**config.mk**
```make
export PLATFORM = sky130hd
export DESIGN_NAME = mult64_arb_ctrl_flat
export DESIGN_NICKNAME = d
export VERILOG_FILES = /design/src/rtl/mult64_arb_ctrl_if.sv /design/src/rtl/mult64_arb_ctrl.sv /design/src/flat_wrapper.sv
export SDC_FILE = /design/constraint.sdc
export NUM_CORES = 1
export LEC_CHECK = 0
export CAP_MARGIN = 20
export CORE_AREA = 2 2 256 258
export DETAILED_ROUTE_END_ITERATION = 8
export DIE_AREA = 0 0 258 260
export PLACE_DENSITY = 0.8
export REMOVE_ABC_BUFFERS = 1
export SLEW_MARGIN = 20
export SYNTH_ARGS = -nofsm -noshare
export SYNTH_HDL_FRONTEND = slang
export SYNTH_SLANG_ARGS = --single-unit
```
**constraint.sdc**
```tcl
create_clock -name i_clk -period 6.4 [get_ports i_clk]
set_input_delay 0.64 -clock i_clk [delete_from_list [all_inputs] [get_ports i_clk]]
set_output_delay 0.64 -clock i_clk [all_outputs]
set_load 0.1 [all_outputs]
```
**src/rtl/mult64_arb_ctrl_if.sv**
```systemverilog
// mult64_arb_ctrl_if: requester, multiplier and result bundles
// of the shared 64x64 multiplier front end.
interface mult64_arb_ctrl_if;
    logic         i_req0_valid;
    logic         i_req1_valid;
    logic         o_req0_ready;
    logic         o_req1_ready;
    logic [63:0]  i_req0_a;
    logic [63:0]  i_req0_b;
    logic [63:0]  i_req1_a;
    logic [63:0]  i_req1_b;
    logic         i_req0_a_ns;
    logic         i_req0_b_ns;
    logic         i_req1_a_ns;
    logic         i_req1_b_ns;
    logic [63:0]  o_mult_a;
    logic [63:0]  o_mult_b;
    logic         o_mult_a_ns;
    logic         o_mult_b_ns;
    logic [127:0] i_mult_p;
    logic         o_res_valid;
    logic         i_res_ready;
    logic [127:0] o_res_p;
    logic         o_res_id;
    logic         o_busy;

    modport slave (
        input  i_req0_valid, i_req1_valid,
        input  i_req0_a, i_req0_b, i_req1_a, i_req1_b,
        input  i_req0_a_ns, i_req0_b_ns, i_req1_a_ns, i_req1_b_ns,
        input  i_mult_p, i_res_ready,
        output o_req0_ready, o_req1_ready,
        output o_mult_a, o_mult_b, o_mult_a_ns, o_mult_b_ns,
        output o_res_valid, o_res_p, o_res_id, o_busy
    );

    modport master (
        output i_req0_valid, i_req1_valid,
        output i_req0_a, i_req0_b, i_req1_a, i_req1_b,
        output i_req0_a_ns, i_req0_b_ns, i_req1_a_ns, i_req1_b_ns,
        output i_mult_p, i_res_ready,
        input  o_req0_ready, o_req1_ready,
        input  o_mult_a, o_mult_b, o_mult_a_ns, o_mult_b_ns,
        input  o_res_valid, o_res_p, o_res_id, o_busy
    );
endinterface

```
**src/rtl/mult64_arb_ctrl.sv**
```systemverilog
// mult64_arb_ctrl: round-robin arbiter feeding a shared pipelined
// 64x64 multiplier, with a credit-gated in-order result FIFO.
module mult64_arb_ctrl #(
    parameter int MULT_LAT  = 3,
    parameter int RES_DEPTH = 4
) (
    input  logic             i_clk,
    input  logic             i_rst,
    mult64_arb_ctrl_if.slave bus
);
    localparam int CW = $clog2(RES_DEPTH + MULT_LAT + 1);
    localparam int PW = $clog2(RES_DEPTH);
    localparam logic [CW-1:0] DEPTH_C = CW'(RES_DEPTH);
    localparam logic [CW-1:0] ONE_C   = CW'(1);
    localparam logic [PW-1:0] LAST_C  = PW'(RES_DEPTH - 1);
    localparam logic [PW-1:0] PONE_C  = PW'(1);

    logic                last;
    logic [MULT_LAT-1:0] pv;
    logic [MULT_LAT-1:0] pid;
    logic [CW-1:0]       inflight;
    logic [CW-1:0]       cnt;
    logic [PW-1:0]       wptr;
    logic [PW-1:0]       rptr;
    logic [127:0]        mem_p  [RES_DEPTH];
    logic                mem_id [RES_DEPTH];
    logic [63:0]         ma;
    logic [63:0]         mb;
    logic                ma_ns;
    logic                mb_ns;

    logic credit_ok;
    logic grant;
    logic accept;
    logic push;
    logic pop;
    logic res_valid;

    // Both valid: the side not granted last wins.
    assign grant = bus.i_req1_valid
                 & (~bus.i_req0_valid | ~last);

    assign credit_ok = ~i_rst & ((inflight + cnt) < DEPTH_C);

    assign bus.o_req0_ready = credit_ok & ~grant;
    assign bus.o_req1_ready = credit_ok & grant;

    assign accept = (bus.i_req0_valid & bus.o_req0_ready)
                  | (bus.i_req1_valid & bus.o_req1_ready);

    assign push      = pv[MULT_LAT-1];
    assign res_valid = ~i_rst & (cnt != '0);
    assign pop       = res_valid & bus.i_res_ready;

    assign bus.o_res_valid = res_valid;
    assign bus.o_res_p     = i_rst ? '0 : mem_p[rptr];
    assign bus.o_res_id    = i_rst ? 1'b0 : mem_id[rptr];
    assign bus.o_busy      = ~i_rst & ((inflight != '0) | (cnt != '0));

    assign bus.o_mult_a    = ma;
    assign bus.o_mult_b    = mb;
    assign bus.o_mult_a_ns = ma_ns;
    assign bus.o_mult_b_ns = mb_ns;

    always_ff @(posedge i_clk) begin
        if (i_rst) begin
            last  <= 1'b1;
            ma    <= '0;
            mb    <= '0;
            ma_ns <= 1'b0;
            mb_ns <= 1'b0;
        end else if (accept) begin
            last  <= grant;
            ma    <= grant ? bus.i_req1_a : bus.i_req0_a;
            mb    <= grant ? bus.i_req1_b : bus.i_req0_b;
            ma_ns <= grant ? bus.i_req1_a_ns : bus.i_req0_a_ns;
            mb_ns <= grant ? bus.i_req1_b_ns : bus.i_req0_b_ns;
        end
    end

    // Valid/id shift pipe tracks which product emerges on i_mult_p.
    always_ff @(posedge i_clk) begin
        if (i_rst) begin
            pv <= '0;
        end else begin
            pv[0] <= accept;
            for (int i = 1; i < MULT_LAT; i++) begin
                pv[i] <= pv[i-1];
            end
        end
        pid[0] <= grant;
        for (int i = 1; i < MULT_LAT; i++) begin
            pid[i] <= pid[i-1];
        end
    end

    always_ff @(posedge i_clk) begin
        if (i_rst) begin
            inflight <= '0;
        end else if (accept && !push) begin
            inflight <= inflight + ONE_C;
        end else if (push && !accept) begin
            inflight <= inflight - ONE_C;
        end
    end

    always_ff @(posedge i_clk) begin
        if (i_rst) begin
            cnt  <= '0;
            wptr <= '0;
            rptr <= '0;
        end else begin
            if (push) begin
                mem_p[wptr]  <= bus.i_mult_p;
                mem_id[wptr] <= pid[MULT_LAT-1];
                wptr <= (wptr == LAST_C) ? '0 : wptr + PONE_C;
            end
            if (pop) begin
                rptr <= (rptr == LAST_C) ? '0 : rptr + PONE_C;
            end
            if (push && !pop) begin
                cnt <= cnt + ONE_C;
            end else if (pop && !push) begin
                cnt <= cnt - ONE_C;
            end
        end
    end

    a_no_push_full: assert property (
        @(posedge i_clk) disable iff (i_rst)
        push |-> (cnt != DEPTH_C)
    );
endmodule

```
**src/flat_wrapper.sv**
```systemverilog
// flat-port wrapper written by rule: the top's interface ports become plain ports
module mult64_arb_ctrl_flat 
#(
    parameter int MULT_LAT  = 3,
    parameter int RES_DEPTH = 4
)
  (i_clk, i_rst, bus_i_req0_valid, bus_i_req1_valid, bus_i_req0_a, bus_i_req0_b, bus_i_req1_a, bus_i_req1_b, bus_i_req0_a_ns, bus_i_req0_b_ns, bus_i_req1_a_ns, bus_i_req1_b_ns, bus_i_mult_p, bus_i_res_ready, bus_o_req0_ready, bus_o_req1_ready, bus_o_mult_a, bus_o_mult_b, bus_o_mult_a_ns, bus_o_mult_b_ns, bus_o_res_valid, bus_o_res_p, bus_o_res_id, bus_o_busy);
  mult64_arb_ctrl_if bus_i ();
  input  logic i_clk;
  input  logic i_rst;
  input wire logic [$bits(bus_i.i_req0_valid)-1:0] bus_i_req0_valid;
  input wire logic [$bits(bus_i.i_req1_valid)-1:0] bus_i_req1_valid;
  input wire logic [$bits(bus_i.i_req0_a)-1:0] bus_i_req0_a;
  input wire logic [$bits(bus_i.i_req0_b)-1:0] bus_i_req0_b;
  input wire logic [$bits(bus_i.i_req1_a)-1:0] bus_i_req1_a;
  input wire logic [$bits(bus_i.i_req1_b)-1:0] bus_i_req1_b;
  input wire logic [$bits(bus_i.i_req0_a_ns)-1:0] bus_i_req0_a_ns;
  input wire logic [$bits(bus_i.i_req0_b_ns)-1:0] bus_i_req0_b_ns;
  input wire logic [$bits(bus_i.i_req1_a_ns)-1:0] bus_i_req1_a_ns;
  input wire logic [$bits(bus_i.i_req1_b_ns)-1:0] bus_i_req1_b_ns;
  input wire logic [$bits(bus_i.i_mult_p)-1:0] bus_i_mult_p;
  input wire logic [$bits(bus_i.i_res_ready)-1:0] bus_i_res_ready;
  output wire logic [$bits(bus_i.o_req0_ready)-1:0] bus_o_req0_ready;
  output wire logic [$bits(bus_i.o_req1_ready)-1:0] bus_o_req1_ready;
  output wire logic [$bits(bus_i.o_mult_a)-1:0] bus_o_mult_a;
  output wire logic [$bits(bus_i.o_mult_b)-1:0] bus_o_mult_b;
  output wire logic [$bits(bus_i.o_mult_a_ns)-1:0] bus_o_mult_a_ns;
  output wire logic [$bits(bus_i.o_mult_b_ns)-1:0] bus_o_mult_b_ns;
  output wire logic [$bits(bus_i.o_res_valid)-1:0] bus_o_res_valid;
  output wire logic [$bits(bus_i.o_res_p)-1:0] bus_o_res_p;
  output wire logic [$bits(bus_i.o_res_id)-1:0] bus_o_res_id;
  output wire logic [$bits(bus_i.o_busy)-1:0] bus_o_busy;
  assign bus_i.i_req0_valid = bus_i_req0_valid;
  assign bus_i.i_req1_valid = bus_i_req1_valid;
  assign bus_i.i_req0_a = bus_i_req0_a;
  assign bus_i.i_req0_b = bus_i_req0_b;
  assign bus_i.i_req1_a = bus_i_req1_a;
  assign bus_i.i_req1_b = bus_i_req1_b;
  assign bus_i.i_req0_a_ns = bus_i_req0_a_ns;
  assign bus_i.i_req0_b_ns = bus_i_req0_b_ns;
  assign bus_i.i_req1_a_ns = bus_i_req1_a_ns;
  assign bus_i.i_req1_b_ns = bus_i_req1_b_ns;
  assign bus_i.i_mult_p = bus_i_mult_p;
  assign bus_i.i_res_ready = bus_i_res_ready;
  assign bus_o_req0_ready = bus_i.o_req0_ready;
  assign bus_o_req1_ready = bus_i.o_req1_ready;
  assign bus_o_mult_a = bus_i.o_mult_a;
  assign bus_o_mult_b = bus_i.o_mult_b;
  assign bus_o_mult_a_ns = bus_i.o_mult_a_ns;
  assign bus_o_mult_b_ns = bus_i.o_mult_b_ns;
  assign bus_o_res_valid = bus_i.o_res_valid;
  assign bus_o_res_p = bus_i.o_res_p;
  assign bus_o_res_id = bus_i.o_res_id;
  assign bus_o_busy = bus_i.o_busy;
  mult64_arb_ctrl #(.MULT_LAT(MULT_LAT), .RES_DEPTH(RES_DEPTH)) u_core (.i_clk(i_clk), .i_rst(i_rst), .bus(bus_i));
endmodule
```
==> Word level (Yosys, flattened, before mapping) <==
Memories as Yosys holds them, arrays and structs flattened. A register that Yosys moved wholly into a read port is not among the register bits.
Cells that the tools add are included.
{ "op_classes": {"n_addsub": 7, "n_mul": 0, "div": 0, "magnitude_cmp": 1, "eq_ne": 2, "shift": 0, "muxes": 19, "bitwise": 16, "n_reduce_logical": 11} }
{ "op_table": {"columns": ["operator", "count"], "rows": [
  ["two-way mux 128 bit", 1],
  ["two-way mux 64 bit", 2],
  ["two-way mux 2 bit", 6],
  ["two-way mux 3 bit", 4],
  ["AND 1 bit", 9],
  ["adder 3 x 1 -> 3 bit, second input constant", 2],
  ["two-way mux 1 bit", 6],
  ["nonzero test 3 bit", 2],
  ["subtractor 3 x 1 -> 3 bit, second input constant", 2],
  ["adder 2 x 1 -> 2 bit, second input constant", 2],
  ["== test 2 bit, second input constant", 2],
  ["logical AND 1 bit", 4],
  ["NOT 1 bit", 4],
  ["nonzero test 2 bit", 2],
  ["adder 3 bit", 1],
  ["logical NOT 1 bit", 3],
  ["< comparator 3 bit, second input constant", 1],
  ["bitwise OR 1 bit", 3]
]} }
{ "word_totals": {"register_bits": 147, "latch_bits": 0, "mem_bits_rw": 516, "rom_bits": 0, "input_bits": 393, "output_inout_bits": 263, "word_cells": 69, "memories": 2} }
{ "mem_list": {"columns": ["memory", "depth", "word_bits", "rd", "rd_clocked_by_memory_dff", "write_ports", "line", "source"], "rows": [
  ["u_core.mem_p", 4, 128, 1, 1, 1, "mult64_arb_ctrl.sv:25", "logic [127:0] mem_p [RES_DEPTH];"],
  ["u_core.mem_id", 4, 1, 1, 1, 1, "mult64_arb_ctrl.sv:26", "logic mem_id [RES_DEPTH];"]
]} }

==> Depth between registers and ports, before layout <==
Gate-level depths: netlist (run 1).
{ "depth": {"depth_word": 11, "ltp_mapped": 13, "ltp_nobuf": 10} }

==> Worst setup path before layout (run 1) <==
Ideal clock, no wire load.
{ "synth_path": {"path_kind": "input to register", "from": "in i_rst", "to": "mem u_core.mem_id[0] (enable)", "setup_ns": 0.504, "t_arrival_ns": 4.167, "t_required_ns": 5.896, "slack_ns": 1.729, "cell_stages": 4, "path_buffers": 2, "cell_sequence": "clkbuf_1 -> inv_1 -> clkbuf_1 -> and3_1"} }
{ "synth_via": {"elab_chain_cells": 2} }
{ "synth_rtl": {"columns": ["item", "line", "source"], "rows": [
  ["start: declaration", "flat_wrapper.sv:10", "input logic i_rst;"],
  ["two-way mux 1 bit", "mult64_arb_ctrl.sv:108", "if (i_rst) begin"],
  ["two-way mux 1 bit (implied by the code)", "mult64_arb_ctrl.sv:115", "mem_id[wptr] <= pid[MULT_LAT-1];"],
  ["end: declaration", "mult64_arb_ctrl.sv:26", null]
]} }
No other way between the ends.

==> flow_metrics.tcl, run 1 <==
set metrics [dict create \
    drv_cap 0 \
    status "finished, final reports clean" \
    maxSlewViolCount 0 \
    synthCells 1499 \
    totalWireLength_um 82300 \
    regArea_um2 18500 \
    ant_nets 0 \
    cts_buffers 71 \
    grt_antenna_before_repair 37 \
    gr-usage-all-layers_pct 24.0 \
    cts_buffer_depth 3 \
    worstMarginPinSlew_ns 1.20 \
    crit_path_start_kind "register" \
    cts_tree "built" \
    ir_drop_v 0.000403 \
    fin_crit_ns 4.49 \
    detailed_place.area_um2 33900 \
    synthSimpleGateAreaFrac_pct 3.64 \
    min_path_type "reg2reg" \
    path_cells "buf_4 > mux4_2 > and2_1 > clkdlybuf4s50_1" \
    place_hpwl_um 57900 \
    synthAdderAreaFrac_pct 0.525 \
    drc 0 \
    start_util_pct 41.7 \
    clock-sinks 665 \
    post-route-period-util_pct 70.1 \
    synth_cell_types 30 \
    grt_start_max_net_pins 112 \
    dieWidth_um 258 \
    gp_congestion 0.883 \
    ys.warnings.count 0 \
    cts_resized 0 \
    seq_area_frac_synth_pct 69.2 \
    fmax_mhz 223 \
    synth_top_area_share_pct 58.0 \
    finalPower_mw 16.5 \
    power_density_nw_per_um2 455 \
    num_vias 16295 \
    path_class "reg2out" \
    wl_per_cell_um 26.9 \
    vias_per_cell 5.33 \
    crit_fanout 42 \
    synth_top_family_by_area "multiplexers" \
    grt_pass1_vias 16690 \
    fin_area_um2 36300 \
    synth_compound_area_share_pct 8.19 \
    setup_violations 0 \
    die-area_um2 67100 \
    yosysTopAreaCell "edfxtp_1" \
    critPathTopFamily "buffers and inverters" \
    p_leak_nw 11.9 \
    fin_nets 2531 \
    rsz0062_at_grt "false" \
    cp_slowest_cell "clkdlybuf4s50_1" \
    synth_xor_area_share_pct 0.197 \
    rows 93 \
    path_buf_inv 2 \
    dr.pass1.iters 5 \
    mappedNetlistArea_um2 26700 \
    synthTopCellsByCount "516 x edfxtp_1, 149 x dfxtp_1, 135 x a21oi_1" \
    h-tree-depth 3 \
    ys.flop_type "edfxtp_1" \
    clk_latency_ns 0.61 \
    io-pin-count 656 \
    grt_pass1_wl_um 115000 \
    cts_setup_buffers 0 \
    hold_violations 0 \
    synth.area.mux_share_pct 15.9 \
    end_kind "output port" \
    port_buffers 655 \
    syn_avg_cell_area_um2 17.8 \
    clkSlewWorstSetupHoldPaths_ns 0.06 \
    slew-limit-headroom_pct 19.6 \
    cts-root-buf "clkbuf_16" \
    multi_input_area_um2 7640 \
    cts_hold_buf 0 \
    core_um2 64100 \
    syn_to_final_growth_pct 35.7 \
    critical-path-max-stage-delay_ns 0.96 \
    detail_route.iter0.violations 1012 \
    async_flop_share_pct 0 \
    yosys-top-cells-area "edfxtp_1 58%, dfxtp_1 11%, mux4_2 11%" \
    worstPathArrival_ns 3.85 \
    fin_util_pct 56.5 \
    tns_ns 0 \
    drive_gt1_share_pct 18.1 \
    skew_ns 0.0288 \
    ys_ff_latch 665 \
    synth_edf_count 516 \
    die_h_um 260 \
    n_fill_cell 4850 \
    critPathRequiredTime_ns 5.76 \
    synth.most_common_cell "edfxtp_1" \
    grt_overflow 0 \
]
per-layer routing:
| metal | track usage (%) | vias up | share of wire [%] |
|---|---|---|---|
| met5 | 0.712 | - | 0.27 |
| met4 | 20.8 | 24 | 8.5 |
| met3 | 6.76 | 231 | 7.6 |
| met2 | 39.0 | 741 | 50 |
| met1 | 26.0 | 8069 | 34 |
| li1 | - | 7230 | - |
worst paths after layout:
kind | cells after the start | slack (ns) | start | to
max reg2reg | 7 | 2.51 | u_core.cnt[1] | u_core.bus.o_mult_a[61]
max | 4 | 1.91 | register | bus_o_res_p[87]
min reg2reg | 0 | 0.33 | u_core.pid[1] | u_core.pid[2]
min | 0 | 0.33 | u_core.pid[1] | u_core.pid[2]
final cells by class:
type / instances / share of cell area, %
Clock inverter: 45 / 1.01
Tap cell: 855 / 2.95
Inverter: 6 / 0.0656
Timing Repair Buffer: 675 / 18.6
Multi-Input combinational cell: 709 / 21.1
Sequential cell: 665 / 51.0
Clock buffer: 83 / 5.20
Antenna cell: 19 / 0.131
sequential cells by signal (all words and copies together) (netlist names), named ones only:
name / flops
u_core.bus.o_mult_b: 64
u_core.pid: 3
u_core.rptr: 2
u_core.last: 1
u_core.mem_id: 4
u_core.pv: 3
u_core.mem_p: 512
u_core.inflight: 3
u_core.bus.o_mult_b_ns: 1
u_core.cnt: 3
u_core.bus.o_mult_a: 64
u_core.wptr: 2
u_core.bus.o_mult_a_ns: 1
worst reg2reg max path, cell delays in order (launching register included):
cell and delay [ns]:
dfxtp_1 0.36, ha_1 0.30, a31oi_1 0.17, xnor2_4 0.61, buf_4 0.53, and2_4 0.86
buf_4 0.69, a211oi_1 0.21
power breakdown:
part / internal [mW] / switching [mW]
Clock: 2.28 / 1.69
Combinational: 1.98 / 5.21
Sequential: 5.05 / 0.298
kinds of logic after synthesis:
group,after synthesis
mux,262
flops,665
simple gates,160
buf+inv,125
compound gates,271
xor+xnor,6
fa+ha+maj,10
cells in the final DEF (no fill, tap or decap), types with 3 or more instances in the layout:
cell	count
a211oi_1	30
a211oi_2	100
a21oi_1	135
and2_1	129
and3_1	4
and3_4	4
buf_12	7
buf_4	38
bufinv_16	4
clkbuf_1	6
clkbuf_16	73
clkdlybuf4s50_1	628
clkinv_1	15
clkinv_2	11
clkinv_4	4
clkinvlp_4	8
dfxtp_1	147
diode_2	19
edfxtp_1	516
ha_1	8
inv_1	5
mux2i_1	133
mux4_2	129
nand3_1	3
nor2_1	8
nor3_1	3
o21ai_0	3
xor2_1	4
metrics by stage:
step,setup slack [ns],std cells,hold WS [ns]
5_1_grt,1.64,3054,0.331
4_1_cts,1.73,3038,0.326
3_3_place_gp,2.22,2910,0.313
3_5_place_dp,2.12,2910,0.314
6_report,1.91,3057,0.326
2_1_floorplan,-14.75,1380,0.310
No activity file was read; power rests on OpenSTA's default activity.
==> run 2, diff against run 1 <==
--- a/config.mk
+++ b/config.mk
@@ -6,10 +6,10 @@
 export NUM_CORES = 1
 export LEC_CHECK = 0
 export CAP_MARGIN = 20
-export CORE_AREA = 2 2 256 258
+export CORE_AREA = 2 2 254 256
 export DETAILED_ROUTE_END_ITERATION = 8
-export DIE_AREA = 0 0 258 260
-export PLACE_DENSITY = 0.8
+export DIE_AREA = 0 0 256 258
+export PLACE_DENSITY = 0.84
 export REMOVE_ABC_BUFFERS = 1
 export SLEW_MARGIN = 20
 export SYNTH_ARGS = -nofsm -noshare
==> constraint.sdc (replaced) <==
create_clock -name i_clk -period 4 [get_ports i_clk]
set_input_delay 0.4 -clock i_clk [delete_from_list [all_inputs] [get_ports i_clk]]
set_output_delay 0.4 -clock i_clk [all_outputs]
set_load 0.1 [all_outputs]
==> run 2 against run 1 <==
Compared with the run above:
- first-iteration DRC count increased by 15%
- clock skew decreased by 0.0045 ns
- final area increased by 0.31%
- global-route usage decreased by 0.052 points
- largest cell class unchanged
- highest routed layer unchanged
==> flow_metrics.tcl, run 2 (synthesized netlist as in run 1, its figures left out) <==
set metrics [dict create \
    min-delay-start "i_rst" \
    tns_ns 0 \
    final_cell_mix "516 x edfxtp_1, 507 x clkdlybuf4s50_1, 173 x buf_4, 147 x dfxtp_1, 135 x a21oi_1" \
    setup_violations 0 \
    skew_ns 0.0243 \
    maxSlewViolCount 0 \
    ff2ff_setup_slack_ns 1.46 \
    finalPower_mw 26.8 \
    power_density_nw_per_um2 736 \
    fin_nets 2555 \
    totalWireLength_um 81300 \
    drc 0 \
    ant_nets 0 \
    path_buf_inv 3 \
    endpoint "bus_o_req0_ready" \
    worstPathArrival_ns 2.84 \
    worstMarginPinSlew_ns 1.22 \
    critical_path.most_common_cell "buf_4" \
    start_util_pct 42.0 \
    gp_congestion 0.934 \
    syn_to_final_growth_pct 36.2 \
    grt_antenna_before_repair 29 \
    gr-usage-all-layers_pct 24.0 \
    critical-path-max-stage-delay_ns 0.43 \
    crit_start "u_core.cnt[1]" \
    num_vias 16631 \
    grt_pass1_wl_um 116000 \
    crit_path_start_kind "register" \
    final_common_cell "edfxtp_1" \
    dr.pass1.iters 5 \
    wl_per_cell_um 26.4 \
    hold_violations 0 \
    end_kind "output port" \
    worst-path-stages 8 \
    die_h_um 258 \
    grt_start_max_net_pins 136 \
    largest_register_ffs 512 \
    cts_buffers 72 \
    port_buffers 655 \
    critPathRequiredTime_ns 3.60 \
    clkSlewWorstSetupHoldPaths_ns 0.06 \
    cts-root-buf "clkbuf_16" \
    core_um2 63600 \
    io-pin-count 656 \
    rsz0062_at_grt "false" \
    crit_fanout 135 \
    post-route-period-util_pct 80.9 \
    slew-limit-headroom_pct 18.2 \
    rows 93 \
    cp_slowest_cell "buf_12" \
    clock-sinks 665 \
    timing.rr.start "u_core.cnt[1]" \
    cts_tree "built" \
    detail_route.iter0.violations 1163 \
    path_class "reg2out" \
    drive_gt1_share_pct 24.6 \
    r2r-end "u_core.inflight[2]" \
    h-tree-depth 3 \
    dieWidth_um 256 \
    die-area_um2 66000 \
    critPathTopFamily "buffers and inverters" \
    fmax_mhz 309 \
    min_path_type "in2reg" \
    grt_overflow 0 \
    cts_resized 0 \
    cts_buffer_depth 3 \
    place_hpwl_um 57700 \
    clk_latency_ns 0.61 \
    fin_crit_ns 3.24 \
    status "finished, final reports clean" \
    reg2reg_depth 10 \
    cts_hold_buf 0 \
    p_leak_nw 12.3 \
    ir_drop_v 0.000628 \
    n_fill_cell 4711 \
    path_cells "ha_1 > a31oi_1 > xnor2_2 > buf_4 > buf_12 > nand2_1 > nor2_1 > buf_4" \
    drv_cap 0 \
    cts_setup_buffers 0 \
    vias_per_cell 5.40 \
    top_register "u_core.mem_p" \
    grt_pass1_vias 17085 \
]
run 2: changes by cell type in the layout (fill, tap and decap cells not counted), moves of 4 or more:
cell,before,now
clkinv_1,15,10
bufinv_16,4,8
clkdlybuf4s50_1,628,507
buf_4,38,173
clkinv_2,11,17
clkinvlp_4,8,2
buf_12,7,16
run 2: per-layer routing:
| layer | global-route usage [%] | up-vias | wire length (um) |
|---|---|---|---|
| li1 | - | 7301 | - |
| met1 | 26.1 | 8375 | 27800 |
| met2 | 41.0 | 738 | 41700 |
| met3 | 7.09 | 195 | 6430 |
| met4 | 15.8 | 22 | 5200 |
| met5 | 0 | - | 157 |
run 2: worst min-delay path by stage:
stage | endpoint | slack [ns] | cells after the start
finish | u_core.bus.o_mult_b[51] | 0.17 | 2
global route | u_core.bus.o_mult_b[51] | 0.15 | 2
CTS | u_core.bus.o_mult_b[51] | 0.12 | 2
detailed placement | u_core.pid[1] | 0.33 | 0
global placement | u_core.pid[1] | 0.32 | 0
floorplan | u_core.pid[1] | 0.31 | 0
run 2: power by group:
group          internal, mW  switching, mW
registers              8.08          0.452
clock network          3.97           2.75
logic                  3.19           8.32
total                  15.2           11.5
run 2: metrics by stage:
stage	hold slack [ns]	setup WS [ns]	cells	cell area, um^2	utilization [%]
2_1_floorplan	0.310	-16.67	1380	26100	-
3_3_place_gp	0.319	1.27	2933	33900	53.3
6_report	0.171	0.764	3080	36400	57.1
5_1_grt	0.155	0.559	3075	36400	57.1
3_5_place_dp	0.326	1.27	2933	33900	53.3
4_1_cts	0.119	0.736	3064	36300	57.1
run 2: final cells by class:
type / instances / area (um^2) / share of cell area [%]
Timing Repair Buffer: 698 / 6710 / 18.5
Clock inverter: 45 / 483 / 1.33
Inverter: 6 / 25.0 / 0.0688
Sequential cell: 665 / 18500 / 50.8
Antenna cell: 16 / 40.0 / 0.110
Multi-Input combinational cell: 709 / 7630 / 21.0
Tap cell: 855 / 1070 / 2.94
Clock buffer: 86 / 1920 / 5.27
==> variant: new RTL, flow settings as in run 2 <==
`MULT_LAT` is set to 3 in 2 places; all go to 5.
--- a/src/rtl/mult64_arb_ctrl.sv
+++ b/src/rtl/mult64_arb_ctrl.sv
@@ -2,5 +2,5 @@
 // 64x64 multiplier, with a credit-gated in-order result FIFO.
 module mult64_arb_ctrl #(
-    parameter int MULT_LAT  = 3,
+    parameter int MULT_LAT  = 5,
     parameter int RES_DEPTH = 4
 ) (
--- a/src/flat_wrapper.sv
+++ b/src/flat_wrapper.sv
@@ -2,5 +2,5 @@
 module mult64_arb_ctrl_flat 
 #(
-    parameter int MULT_LAT  = 3,
+    parameter int MULT_LAT  = 5,
     parameter int RES_DEPTH = 4
 )
Function: changed (Yosys sat finds a counterexample within 10 cycles, from zero or initial values and one cycle with i_rst high).
==> variant against run 2 <==
  * Critical path depth shrank 2
  * Setup slack lost 0.051 ns
  * Power shrank 4.3%
  * Register-to-register slack lost 0.69 ns
  * Cell area grew 0.30%
  * Sequential cell count grew 6
  * Highest routed layer unchanged
  * Wire length grew 1.6%
  * Area after synthesis grew 1.3%
  * Cell count grew 5.2%
==> variant: results (changes against run 2) <==
metric	value	unit	change
total grt overflow	0		unchanged
global-route usage over all layers	0.244		was 0.240
Final Skew	0.0247	ns	was 0.0243 ns
vias in the first global route	18010		was 17085
max reg flops	512		unchanged
Nets	2722		was 2555
metal3 WL	6590	um	was 6430 um
synth warn	0		unchanged
EDFF count, synth	516		unchanged
CTS H-Tree Depth	3		unchanged
Static Leak	12.1	nW	was 12.3 nW
clk slew on worst S/H paths	0.06	ns	about the same
Peak VDD IR	589	uV	was 628 uV
Final HPWL DP	59400	um	was 57700 um
Biggest register	u_core.mem_p		unchanged
Layout fillers	4787		was 4711
Post-CTS Resized	0		unchanged
routability-driven placement congestion ratio	0.933		was 0.934
clock latency on the worst-skew pair	0.61	ns	about the same
clk root buf	clkbuf_16		unchanged
status	finished clean		unchanged
Avg Inst Size Synth	16.0	um^2	was 17.8 um^2
number of max-cap violations	0		unchanged
initial antenna violation count	30		was 29
post-CTS setup buffer count	0		unchanged
layout cells sized above 1	0.191		was 0.246
M1 WL	28600	um	was 27800 um
total CTS buffers	71		was 72
sequential area share after synthesis	0.687		was 0.692
R2R Setup Slk	0.77	ns	was 1.46 ns
Synth async-reset ratio	0		unchanged
Slowest cell on crit path	or3_1		was buf_12
top post-synthesis cells by area	edfxtp_1 57%, dfxtp_1 11%, mux4_2 11%		was edfxtp_1 58%, dfxtp_1 11%, mux4_2 11%
CP max stage delay	0.44	ns	
number of library cell types mapped by synthesis	36		was 30
first-pass GRT wire length	119000	um	was 116000 um
vias per cell	5.44		was 5.40
largest net degree at the start of global routing	108		was 136
CP Max Fanout	30		was 135
HP Class	primary input to register		unchanged
Commonest cells post-synth	516 x edfxtp_1, 261 x a211oi_1, 155 x dfxtp_1		was 516 x edfxtp_1, 149 x dfxtp_1, 135 x a21oi_1
relative slew slack	0.184		was 0.182
highest routed metal layer	met5		unchanged
Clock Path Buffers	3		unchanged
First DRT Iteration DRCs	1290		was 1163
WL per Instance	25.5	um	was 26.4 um
first-pass iteration count of the detailed router	5		unchanged
WP data arrival	2.89	ns	was 2.84 ns
metal2 WL	40600	um	was 41700 um
PortBufs	655		unchanged
[variant: cell types whose count changed in the layout (fill, tap and decap cells not counted), sizes merged, moves of 6 or more]
cell | before | now
mux2i | 133 | 5
dfxtp | 149 | 155
clkdlybuf4s50 | 507 | 494
a211oi | 130 | 261
nor3 | 3 | 131
buf | 190 | 203
bufinv | 8 | 2
nor2 | 8 | 22
clkbuf | 87 | 97
a21oi | 135 | 6
clkinv | 31 | 21
nor2b | 2 | 137
[variant: where the power goes]
| group | total, mW | internal, mW | switching [mW] |
|---|---|---|---|
| Sequential | 8.53 | 8.07 | 0.454 |
| Clock | 6.21 | 3.57 | 2.64 |
| Combinational | 10.9 | 3.00 | 7.87 |
[variant: layout make-up]
cell class	instances	area, um^2	area share
Antenna cell	18	45.0	0.00123
Clock buffer	97	1950	0.0534
Clock inverter	29	258	0.00707
Inverter	6	23.8	0.000652
Multi-Input combinational cell	867	7870	0.216
Sequential cell	671	18600	0.510
Tap cell	855	1070	0.0293
Timing Repair Buffer	697	6650	0.182
[variant: critical path: cells and delay by family, from the launching register on]
kind            cells  cell delay (ns)
simple gates        3             0.99
flops               1             0.43
compound gates      1             0.29
buf+inv             1             0.29
fa+ha+maj           1             0.27
[variant: final timing paths]
check                                         from                      end  cells after the start
worst min register to register       u_core.pid[2]            u_core.pid[3]                      0
worst max-delay path            u_core.inflight[1]         bus_o_req1_ready                      6
worst min-delay path                         i_rst            u_core.cnt[1]                      2
worst max register to register  u_core.inflight[1]  u_core.bus.o_mult_b[29]                      7
[variant: through the flow]
step | setup TNS (ns) | cell area, um^2 | setup WS (ns) | hold slack (ns) | instances
floorplan | -2413.65 | 26400 | -18.19 | 0.310 | 1544
finish | 0 | 36500 | 0.713 | 0.214 | 3240
detailed placement | 0 | 34200 | 0.804 | 0.314 | 3095
CTS | 0 | 36400 | 0.634 | 0.173 | 3221
global placement | 0 | 34200 | 0.825 | 0.311 | 3095
global route | 0 | 36500 | 0.563 | 0.211 | 3238
[variant: logic make-up after synthesis]
family                     Yosys count  share of synthesized area
adders and majority gates           15                    0.00749
AOI/OAI and AO/OA                  275                     0.0761
and+or+nand+nor                    435                     0.0927
xor gates and xnor gates             6                    0.00250
DFF                                671                      0.687
buffers and inverters              152                     0.0239
muxes                              136                      0.110
[variant: layer usage]
layer | global-route usage | up-vias
li1 | - | 7925
met1 | 0.267 | 8689
met2 | 0.404 | 815
met3 | 0.0670 | 190
met4 | 0.194 | 18
met5 | 0 | -
